$ cat src/rtl/mult_datapath_if.sv
// ---------------------------------------------------------------------------
// mult_datapath_if
//   Bundles the signals between the button control unit and the shift-add
//   multiplier datapath. The control unit side drives the strobes and the
//   switch operands. The datapath side returns its status flags and the
//   signed product.
//
//   Signals
//     load      CU -> DP  capture operands, clear accumulator
//     enable    CU -> DP  perform one shift-add step
//     mcand_in  CU -> DP  multiplicand (WIDTH bits)
//     mplier_in CU -> DP  multiplier (WIDTH bits)
//     z_flag    DP -> CU  multiplier register is zero
//     b0        DP -> CU  multiplier register bit 0
//     sign      DP -> CU  product sign bit
//     product   DP -> CU  product, sign applied (2*WIDTH bits)
//     step_cnt  DP -> CU  steps taken since the last load
//
//   Modports
//     master  control unit / testbench side
//     slave   datapath side
// ---------------------------------------------------------------------------
interface mult_datapath_if #(
  parameter int WIDTH = 8
);
  localparam int CW = $clog2(WIDTH + 1);

  logic                 load;
  logic                 enable;
  logic [WIDTH-1:0]     mcand_in;
  logic [WIDTH-1:0]     mplier_in;
  logic                 z_flag;
  logic                 b0;
  logic                 sign;
  logic [2*WIDTH-1:0]   product;
  logic [CW-1:0]        step_cnt;

  modport master (
    output load,
    output enable,
    output mcand_in,
    output mplier_in,
    input  z_flag,
    input  b0,
    input  sign,
    input  product,
    input  step_cnt
  );

  modport slave (
    input  load,
    input  enable,
    input  mcand_in,
    input  mplier_in,
    output z_flag,
    output b0,
    output sign,
    output product,
    output step_cnt
  );
endinterface

$ cat src/rtl/mult_datapath.sv
// ---------------------------------------------------------------------------
// mult_datapath
//   Sequential shift-add multiplier datapath driven by the button control
//   unit. A load captures the operand magnitudes and clears the accumulator.
//   Each enabled clock then performs one partial-product step. Steps continue
//   until the multiplier register is exhausted. The product is presented
//   combinationally with the sign re-applied.
//
//   Parameters
//     WIDTH     operand width; the product is 2*WIDTH bits
//
//   Ports
//     clk       system clock, rising edge
//     reset     synchronous active-high reset; overrides load and enable
//     bus       mult_datapath_if.slave:
//                 load, enable, mcand_in, mplier_in  (in)
//                 z_flag, b0, sign, product, step_cnt (out)
//
//   Build option
//     MULT_SIGNED_EN  when defined, operands are two's complement and the
//                     datapath multiplies magnitudes and tracks the sign.
//                     When undefined, operands are unsigned and sign stays 0.
// ---------------------------------------------------------------------------
module mult_datapath #(
  parameter int WIDTH = 8
) (
  input  logic           clk,
  input  logic           reset,
  mult_datapath_if.slave bus
);

  localparam int              PW      = 2 * WIDTH;
  localparam int              CW      = $clog2(WIDTH + 1);
  localparam logic [CW-1:0]   CNT_ONE = CW'(1);

  logic [PW-1:0]    r_mcand;
  logic [WIDTH-1:0] r_mplier;
  logic [PW-1:0]    r_acc;
  logic             r_sign;
  logic [CW-1:0]    r_stepCnt;

  logic [WIDTH-1:0] w_mcandMag;
  logic [WIDTH-1:0] w_mplierMag;
  logic             w_signIn;
  logic             w_zFlag;
  logic             w_doStep;
  logic [PW-1:0]    w_accNext;

  // Operand conditioning at load time. In the signed build the most
  // negative value -2^(W-1) negates to itself, and that bit pattern read as
  // unsigned is exactly its magnitude, so no extra bit is needed.
`ifdef MULT_SIGNED_EN
  always_comb begin
    w_mcandMag  = bus.mcand_in;
    w_mplierMag = bus.mplier_in;
    if (bus.mcand_in[WIDTH-1]) begin
      w_mcandMag = -bus.mcand_in;
    end
    if (bus.mplier_in[WIDTH-1]) begin
      w_mplierMag = -bus.mplier_in;
    end
    w_signIn = bus.mcand_in[WIDTH-1] ^ bus.mplier_in[WIDTH-1];
  end
`else
  always_comb begin
    w_mcandMag  = bus.mcand_in;
    w_mplierMag = bus.mplier_in;
    w_signIn    = 1'b0;
  end
`endif

  // A step only happens while multiplier bits remain. Once the multiplier
  // register is zero, the result and step count freeze even if enable stays
  // asserted.
  always_comb begin
    w_zFlag   = (r_mplier == '0);
    w_doStep  = bus.enable && !w_zFlag;
    w_accNext = r_acc;
    if (r_mplier[0]) begin
      w_accNext = r_acc + r_mcand;
    end
  end

  // Datapath registers. Reset has priority, then load (which restarts any
  // multiply in progress), then a single shift-add step.
  always_ff @(posedge clk) begin
    if (reset) begin
      r_mcand   <= '0;
      r_mplier  <= '0;
      r_acc     <= '0;
      r_sign    <= 1'b0;
      r_stepCnt <= '0;
    end else if (bus.load) begin
      r_mcand   <= {{WIDTH{1'b0}}, w_mcandMag};
      r_mplier  <= w_mplierMag;
      r_acc     <= '0;
      r_sign    <= w_signIn;
      r_stepCnt <= '0;
    end else if (w_doStep) begin
      r_acc     <= w_accNext;
      r_mcand   <= r_mcand << 1;
      r_mplier  <= r_mplier >> 1;
      r_stepCnt <= r_stepCnt + CNT_ONE;
    end
  end

  // Status and result outputs come straight from the registers. The
  // accumulator never exceeds 2^(2W)-1, so negating it in PW bits is exact.
  assign bus.z_flag   = w_zFlag;
  assign bus.b0       = r_mplier[0];
  assign bus.sign     = r_sign;
  assign bus.product  = r_sign ? -r_acc : r_acc;
  assign bus.step_cnt = r_stepCnt;

endmodule

$ cat src/flat_wrapper.sv
// flat-port wrapper written by rule: the top's interface ports become plain ports
module mult_datapath_flat 
#(
  parameter int WIDTH = 8
)
  (clk, reset, bus_load, bus_enable, bus_mcand_in, bus_mplier_in, bus_z_flag, bus_b0, bus_sign, bus_product, bus_step_cnt);
  mult_datapath_if #(.WIDTH(WIDTH)) bus_i ();
  input  logic clk;
  input  logic reset;
  input wire logic [$bits(bus_i.load)-1:0] bus_load;
  input wire logic [$bits(bus_i.enable)-1:0] bus_enable;
  input wire logic [$bits(bus_i.mcand_in)-1:0] bus_mcand_in;
  input wire logic [$bits(bus_i.mplier_in)-1:0] bus_mplier_in;
  output wire logic [$bits(bus_i.z_flag)-1:0] bus_z_flag;
  output wire logic [$bits(bus_i.b0)-1:0] bus_b0;
  output wire logic [$bits(bus_i.sign)-1:0] bus_sign;
  output wire logic [$bits(bus_i.product)-1:0] bus_product;
  output wire logic [$bits(bus_i.step_cnt)-1:0] bus_step_cnt;
  assign bus_i.load = bus_load;
  assign bus_i.enable = bus_enable;
  assign bus_i.mcand_in = bus_mcand_in;
  assign bus_i.mplier_in = bus_mplier_in;
  assign bus_z_flag = bus_i.z_flag;
  assign bus_b0 = bus_i.b0;
  assign bus_sign = bus_i.sign;
  assign bus_product = bus_i.product;
  assign bus_step_cnt = bus_i.step_cnt;
  mult_datapath #(.WIDTH(WIDTH)) u_core (.clk(clk), .reset(reset), .bus(bus_i));
endmodule
$ cat config.mk
export PLATFORM = sky130hd
export DESIGN_NAME = mult_datapath_flat
export DESIGN_NICKNAME = d
export VERILOG_FILES = /design/src/rtl/mult_datapath_if.sv /design/src/rtl/mult_datapath.sv /design/src/flat_wrapper.sv
export SDC_FILE = /design/constraint.sdc
export NUM_CORES = 1
export LEC_CHECK = 0
export ABC_AREA = 1
export BUFFER_PORTS_ARGS = -buffer_cell sky130_fd_sc_hd__buf_4
export CAP_MARGIN = 30
export CORE_ASPECT_RATIO = 1.75
export CORE_MARGIN = 3
export CORE_UTILIZATION = 53
export CTS_BUF_LIST = sky130_fd_sc_hd__clkbuf_2
export DETAILED_ROUTE_END_ITERATION = 7
export GPL_TIMING_DRIVEN = 0
export PLACE_DENSITY = 0.86
export SLEW_MARGIN = 40
export SYNTH_ARGS = -nofsm -noshare
export SYNTH_HDL_FRONTEND = slang
export SYNTH_SLANG_ARGS = --single-unit
$ cat constraint.sdc
create_clock -name clk -period 1.5 [get_ports clk]
set_input_delay 0 -clock clk [delete_from_list [all_inputs] [get_ports clk]]
set_output_delay 0 -clock clk [all_outputs]
set_load 0.01 [all_outputs]
## Word level (Yosys, flattened, before mapping)

Cells that the tools add are included.

| storage, ports and cells | value |
|---|---|
| word-level logic and storage cells | 17 |
| register bits after elaboration | 44 |
| output and inout port bits | 23 |

| operators by class | value |
|---|---|
| add/sub/neg operators | 2 |
| multiplexer cells | 4 |
| reduce and logical (&&, ||, !) cells | 6 |

Operator list:

| kind | count |
|---|---|
| 8-bit two-way mux | 4 |
| 16-bit adder | 1 |
| 8-bit zero test | 1 |
| 4-bit by 1-bit adder with 4-bit output, second input constant | 1 |
| 2-bit AND reduction | 1 |
| 2-bit nonzero test | 1 |
| 2-bit OR reduction | 1 |
| 1-bit logical AND | 1 |
| 1-bit zero test | 1 |

## Depth between registers and ports, before layout

Gate-level depths: netlist (run 1).

| logic depth | value |
|---|---|
| depth in word-level cells | 5 |
| mapped depth | 11 |

## Worst setup path before layout (run 1)

Ideal clock, no wire load.

| timing path | value |
|---|---|
| kind | reg2reg |
| start point | reg u_core.r_acc[0] |
| end point | reg u_core.r_acc[12] |
| required time | 1.391 ns |
| cell stages (with the launch flop) | 11 |
| arrival | 1.523 ns |
| path slack | -0.132 ns |
| library setup time | 0.109 ns |
| path buffers | 0 |
| path through | dfxtp_1 -> ha_1 -> fa_1 -> nand3_1 -> nand3_1 -> nand3_1 -> nand3_1 -> nand2_1 -> nand3_1 -> nand2_1 -> inv_1 |

| on the way | value |
|---|---|
| cells in the longest elaborated chain, start to end | 1 |

Ends and longest elaborated chain:

| item | RTL line | source |
|---|---|---|
| from (decl) | mult_datapath.sv:38 | `logic [PW-1:0] r_acc;` |
| from (signal assigned) | mult_datapath.sv:100 | `r_acc <= w_accNext;` |
| 16-bit adder | mult_datapath.sv:80 | `w_accNext = r_acc + r_mcand;` |

Every way passes these cells.
A chain may end at the register's enable or synchronous reset.

## Worst setup path in the final report (run 1)

| timing path | value |
|---|---|
| start point | reg u_core.r_mcand[12] |
| end point | reg u_core.r_acc[14] |

| on the way | value |
|---|---|
| cells in the longest elaborated chain, start to end | 1 |

Ends and longest elaborated chain:

| item | RTL line | source |
|---|---|---|
| from (decl) | mult_datapath.sv:36 | `logic [PW-1:0] r_mcand;` |
| from (signal assigned) | mult_datapath.sv:94 | `r_mcand <= {{WIDTH{1'b0}}, w_mcandMag};` |
| from (signal assigned) | mult_datapath.sv:101 | `r_mcand <= r_mcand << 1;` |
| 16-bit adder | mult_datapath.sv:80 |  |

Every way passes these cells.

==> results.yml, run 1 <==
status:
  status: "finished, violations left"
  violations: "setup timing"
sta:
  finalCritPeriodShare_pct: 120
  setup_viol_count_final: 45
  relSlewSlack_pct: 58.5
  finClkSkew_ns: 0.0278
  max_freq_ghz: 0.557
  final-max-slew-violation-count: 0
  worstMarginPinSlew_ns: 0.622
  finalHoldViolCount: 0
  period_minus_slack_ns: 1.80
  setup_ws_ns: -0.295
  rsz0062_at_grt: "yes"
grt:
  grt-ovfl-total: 0
  grt_max_degree: 14
  grt_pass1_wl_microns: 14300
  antenna_found_initial: 0
  grt_pass1_vias: 3095
  gr-usage-all-layers_pct: 30.2
yosys:
  yosys_most_used_dff: "dfxtp_1"
  synth_fa_ha_area_share_pct: 7.92
  synthMuxAreaShare_pct: 3.24
  synth_area_sq_um: 2780
  syn_nets: 461
  synth.top_cells.by_count: "nand2_1 (127), inv_1 (58), dfxtp_1 (44), a21oi_1 (39), nor2_1 (38)"
  synth_area_per_cell_sq_um: 6.56
  yosysSeqAreaShare_pct: 31.7
  synth_warnings: 0
  yosys.cell_types.count: 30
  synth-xor-area-share_pct: 2.83
  synthCells: 424
  netlist.area_leader.share_pct: 31.7
  synth-edff-count: 0
  async_flop_share_pct: 0
  synth_area_leaders: "dfxtp_1 (32%), nand2_1 (17%), inv_1 (7.8%)"
  synth-seq-cells: 44
  synth_top_family_by_area: "simple AND/OR/NAND/NOR gates"
  synth_compound_area_share_pct: 10.1
  synth.most_common_cell: "nand2_1"
  synth_top_cell_by_area: "dfxtp_1"
  yosys.area_share.simple_pct: 31.7
clocking:
  root_buffer: "clkbuf_2"
  htree_levels: 2
  clkTransAtPathRegs_ns: 0.26
  clock_latency_ns: 0.45
  numClockSinks: 44
  cts_buffers: 5
  cts_tree: "yes"
  clock_path_buffers: 2
power:
  ir_drop_mv: 0.602
  powerDensity_nw_per_um2: 684
  p_leak_nw: 2.05
placed_design:
  port_buffers: 40
  place_congestion: 0.890
  place_area_sq_um: 3180
  hpwlAfterDp_microns: 5190
  pre_cts_ws_ns: -0.186
setup_path:
  crit_family: "simple AND/OR/NAND/NOR gates"
  required_ns: 1.86
  cp_cell_sequence: "ha_4 -> nand2_1 -> inv_1 -> nand2_1 -> nand2_1 -> a21oi_1 -> nand2_1 -> nand2_1 -> nand3_1 -> nand2_1 -> inv_1"
  cp.buffers_inverters: 2
  critPathSlowestCell: "dfxtp_1"
  r2r_start: "u_core.r_mcand[12]"
  criticalPathCategory: "flop to flop"
  cp-start-kind: "flop"
  critPathCaptureType: "flop"
  startpoint: "u_core.r_mcand[12]"
  crit_fanout: 5
  slowest_delay_ns: 0.51
  worstPathArrival_ns: 2.16
  crit_top_cell: "nand2_1"
floorplan:
  die_h_microns: 102
  ioPinCount: 43
  num_rows: 34
  fp.dieW_microns: 60.8
  start_util_pct: 55.4
  core_area_sq_um: 5020
  dieArea_sq_um: 6190
run:
  drv_cap: 0
drt:
  routed_wirelength_microns: 12200
  vias: 3613
  drtIter0Drc: 460
  ant_nets: 0
  drtPass1Iterations: 7
  viasPerCell: 6.29
  wl_per_cell_microns: 21.2
  drc: 0
layout:
  layout-drive-gt1-share_pct: 46.0
  nNetsFinal: 557
  area_delta_synth_final_pct: 58.8
  postLayoutCellArea_sq_um: 4420
  diodes: 0
worst_hold_path:
  hold_path.class: "input pin to flop"
  min_from: "bus_load"
-- cell usage in the layout, fill, tap and decap left out, drive strengths merged, types with 2 or more instances in the layout --
cell type,n
dfxtp,44
bufinv,2
buf,82
a21oi,39
xor2,5
nor3,5
dlygate4sd3,19
o21ai,12
xnor2,4
nand3,39
a31oi,3
nor2,38
clkbuf,8
inv,60
ha,16
mux2,8
nand2,128
-- through the flow --
step	power [mW]	hold WS (ns)	std cells	setup TNS (ns)	utilization, %
finish	3.02	0.159	574	-5.40	88.0
detailed placement	1.72	0.273	518	-1.50	63.3
CTS	2.65	0.150	557	-0.448	75.9
global placement	1.71	0.267	518	-1.05	63.3
floorplan	1.58	0.148	424	-0.000403	-
global route	3.10	0.164	574	-8.20	88.0
-- worst reg2reg max path, delay by kind of cell, from the launching register on --
kind            cells  cell delay (ns)
simple gates        7             0.61
flops               1             0.51
fa+ha+maj           1             0.26
compound gates      1             0.22
buf+inv             2             0.12
-- repair_timing --
item | 4_1_cts | 5_1_grt
hold buffers | 20 | 0
cloned | 0 | 4
setup endpoints to repair | 16 | 43
pin swaps | 9 | 40
gates resized for setup | 52 | 143
hold endpoints to repair | 17 | 0
buffers inserted | 12 | 13
-- per-layer routing --
metal | track usage, % | routed length [microns]
met2 | 54.2 | 5970
met1 | 32.3 | 4040
met3 | 4.55 | 977
met4 | 16.5 | 1170
met5 | 0 | 0
-- flip-flops by register name, summed over array words and instances, names as in the netlist --
name and count:
u_core.r_acc 16, u_core.r_mcand 16, u_core.r_mplier 8, u_core.bus.step_cnt 4
-- power breakdown --
| part | internal (mW) | total, mW | switching, mW | leakage, nW |
|---|---|---|---|---|
| sequential | 1.22 | 1.29 | 0.0741 | 0.372 |
| clock | 0.439 | 0.885 | 0.446 | 0.0490 |
| combinational | 0.417 | 0.848 | 0.431 | 1.63 |
-- final cells by class --
cell class / instances / area [sq um]
timing repair buffer: 89 / 786
inverter: 61 / 241
multi-input combinational: 303 / 2140
clock buffer: 5 / 25.0
tap: 54 / 67.6
buffer: 16 / 159
sequential: 44 / 933
clock inverter: 2 / 60.1
fill: 211 / 603
-- kinds of logic (layout without fill, tap and decap cells) --
family,after synthesis,in the layout
mux,8,8
buf+inv,77,173
flops,44,44
other cells,1,1
simple gates,213,213
fa+ha+maj,17,17
compound gates,55,55
xor+xnor,9,9
-- worst paths after layout --
check	slack, ns	cells after the start	to
min	0.16	6	u_core.r_mplier[1]
max reg2reg	-0.30	11	u_core.r_acc[14]
min reg2reg	0.51	2	u_core.r_mplier[1]
max	-0.30	11	u_core.r_acc[14]
Note: power is estimated with default switching activity, not from simulation.
==> run 2: changes to the inputs <==
--- a/config.mk
+++ b/config.mk
@@ -8,12 +8,11 @@
 export ABC_AREA = 1
 export BUFFER_PORTS_ARGS = -buffer_cell sky130_fd_sc_hd__buf_4
 export CAP_MARGIN = 30
-export CORE_ASPECT_RATIO = 1.75
+export CORE_ASPECT_RATIO = 0.9
 export CORE_MARGIN = 3
 export CORE_UTILIZATION = 53
 export CTS_BUF_LIST = sky130_fd_sc_hd__clkbuf_2
 export DETAILED_ROUTE_END_ITERATION = 7
-export GPL_TIMING_DRIVEN = 0
 export PLACE_DENSITY = 0.86
 export SLEW_MARGIN = 40
 export SYNTH_ARGS = -nofsm -noshare
==> run 2 against run 1 <==
  * The run ends with DRC, setup timing left
  * Total power is 2.5% lower
  * Via count is 0.64% higher
  * Global-route usage up 3.9 points
  * Fmax shrank 5.9%
  * Critical path depth did not move
  * Sequential share of layout area grew 1.3 points
  * Worst hold slack lost 0.13 ns
  * Combinational power is 27% lower
  * Utilization fell by 5.2 points
  * Worst setup slack lost 0.11 ns
  * Clock power up 20%
  * Register-to-register slack got worse by 0.11 ns
==> results.yml, run 2 (same netlist as run 1, synthesis figures left out) <==
setup_path:
  crit_top_cell: "nand2_1"
  crit_family: "simple AND/OR/NAND/NOR gates"
  startpoint: "u_core.r_mcand[5]"
  slowest_delay_ns: 0.43
  critPathCaptureType: "flop"
  r2r_start: "u_core.r_mcand[5]"
  cp-start-kind: "flop"
  required_ns: 1.89
  critPathSlowestCell: "dfxtp_4"
  worstPathArrival_ns: 2.30
  criticalPathCategory: "flop to flop"
  cp_cell_sequence: "ha_4 -> nand2_1 -> nand2_1 -> nand2_1 -> nand2_1 -> nand2_1 -> nand3_2 -> nand2_1 -> nand3_1 -> nand2_1 -> inv_1"
  cp.buffers_inverters: 1
  crit_fanout: 4
floorplan:
  start_util_pct: 56.1
  fp.dieW_microns: 82.4
  core_area_sq_um: 4950
  dieArea_sq_um: 6150
  ioPinCount: 43
  die_h_microns: 74.7
  num_rows: 24
placed_design:
  place_area_sq_um: 3400
  hpwlAfterDp_microns: 5210
  port_buffers: 41
  pre_cts_ws_ns: -0.156
  place_congestion: 0.951
power:
  power_mw: 2.95
  ir_drop_mv: 0.682
  powerDensity_nw_per_um2: 718
  p_leak_nw: 1.97
sta:
  rsz0062_at_grt: "yes"
  finClkSkew_ns: 0.0418
  setup_viol_count_final: 11
  finalHoldViolCount: 0
  finalCritPeriodShare_pct: 127
  setup_ws_ns: -0.407
  period_minus_slack_ns: 1.91
  max_freq_ghz: 0.524
  final-max-slew-violation-count: 0
clocking:
  root_buffer: "clkbuf_2"
  clock_latency_ns: 0.45
  clock_path_buffers: 2
  cts_tree: "yes"
  clkTransAtPathRegs_ns: 0.27
  htree_levels: 2
  cts_buffers: 5
  numClockSinks: 44
drt:
  vias: 3636
  viasPerCell: 6.19
  drtIter0Drc: 644
  routed_wirelength_microns: 12100
  ant_nets: 0
  wl_per_cell_microns: 20.7
  drtPass1Iterations: 8
  drc: 105
layout:
  final_cell_mix: "nand2_1 (102), buf_4 (86), inv_1 (57), nor2_1 (36), a21oi_1 (34)"
  diodes: 0
  area_delta_synth_final_pct: 47.5
  layout-drive-gt1-share_pct: 36.6
  top_regs: "u_core.r_acc: 16 flops, u_core.r_mcand: 16 flops, u_core.r_mplier: 8 flops"
  final_common_cell: "nand2_1"
  postLayoutCellArea_sq_um: 4100
  final_util_pct: 82.8
  nNetsFinal: 558
status:
  violations: "DRC, setup timing"
  status: "finished, violations left"
worst_hold_path:
  hold_path.class: "input pin to flop"
  min_from: "bus_load"
grt:
  grt_max_degree: 22
  antenna_found_initial: 0
  grt-ovfl-total: 0
  grt_pass1_wl_microns: 15900
  grt_pass1_vias: 3322
  gr-usage-all-layers_pct: 34.1
run:
  drv_cap: 0
==> run 2: cell types whose count changed in the layout (fill, tap and decap cells not counted), sizes merged <==
| cell | delta |
|---|---|
| buf | +4 |
| bufinv | +1 |
| clkbuf | -3 |
| dlygate4sd3 | +1 |
| dlymetal6s4s | -1 |
==> run 2: worst register-to-register path, cell delays in order, from the launching register on <==
cell and delay, ns:
dfxtp_4 0.43, ha_4 0.28, nand2_1 0.19, nand2_1 0.14
nand2_1 0.14, nand2_1 0.08, nand2_1 0.13, nand3_2 0.09
nand2_1 0.11, nand3_1 0.13, nand2_1 0.10, inv_1 0.04
==> run 2: routing by layer <==
| layer | part of all wire, % | track usage, % | routed length, microns | vias to the layer above |
|---|---|---|---|---|
| met5 | 0 | 0 | 0 | - |
| met4 | 10 | 18.8 | 1240 | 0 |
| met3 | 14 | 7.66 | 1650 | 141 |
| met2 | 43 | 57.8 | 5230 | 359 |
| met1 | 33 | 39.9 | 4030 | 1612 |
| li1 | - | - | - | 1524 |
==> run 2: worst paths after layout <==
kind | end | depth (start not counted) | slack, ns
worst max-delay path | u_core.r_acc[12] | 11 | -0.41
worst min-delay path | u_core.r_mplier[5] | 4 | 0.03
worst max register to register | u_core.r_acc[12] | 11 | -0.41
worst min register to register | u_core.r_mplier[1] | 2 | 0.51
==> run 2: where the power goes <==
group / switching (mW) / internal (mW) / total, mW
sequential: 0.0573 / 1.22 / 1.27
combinational: 0.326 / 0.291 / 0.617
clock: 0.442 / 0.614 / 1.06
total: 0.825 / 2.12 / 2.95
==> run 2: final cells by class <==
cell class                      instances  area (sq um)
Multi-Input combinational cell        303          1910
Sequential cell                        44           921
Fill cell                             259           851
Timing Repair Buffer                  106           846
Inverter                               61           229
Clock inverter                          3          90.1
Tap cell                               65          81.3
Clock buffer                            5          25.0
==> run 2: per-stage QoR <==
step	TNS, ns	instances	hold WS [ns]
final	-2.82	587	0.0257
after global routing	-2.99	587	0.0436
after CTS	-0.336	586	0.00900
after detailed placement	-0.725	556	0.274
after global placement	-0.372	556	0.267
after floorplan	-0.000403	424	0.148
==> run 2: repair_timing <==
item	4_1_cts	5_1_grt
resized for setup	42	45
buffers inserted	2	1
hold endpoints to repair	16	0
hold buffers	20	0
endpoints found under the setup margin	11	24
pin swaps	9	11
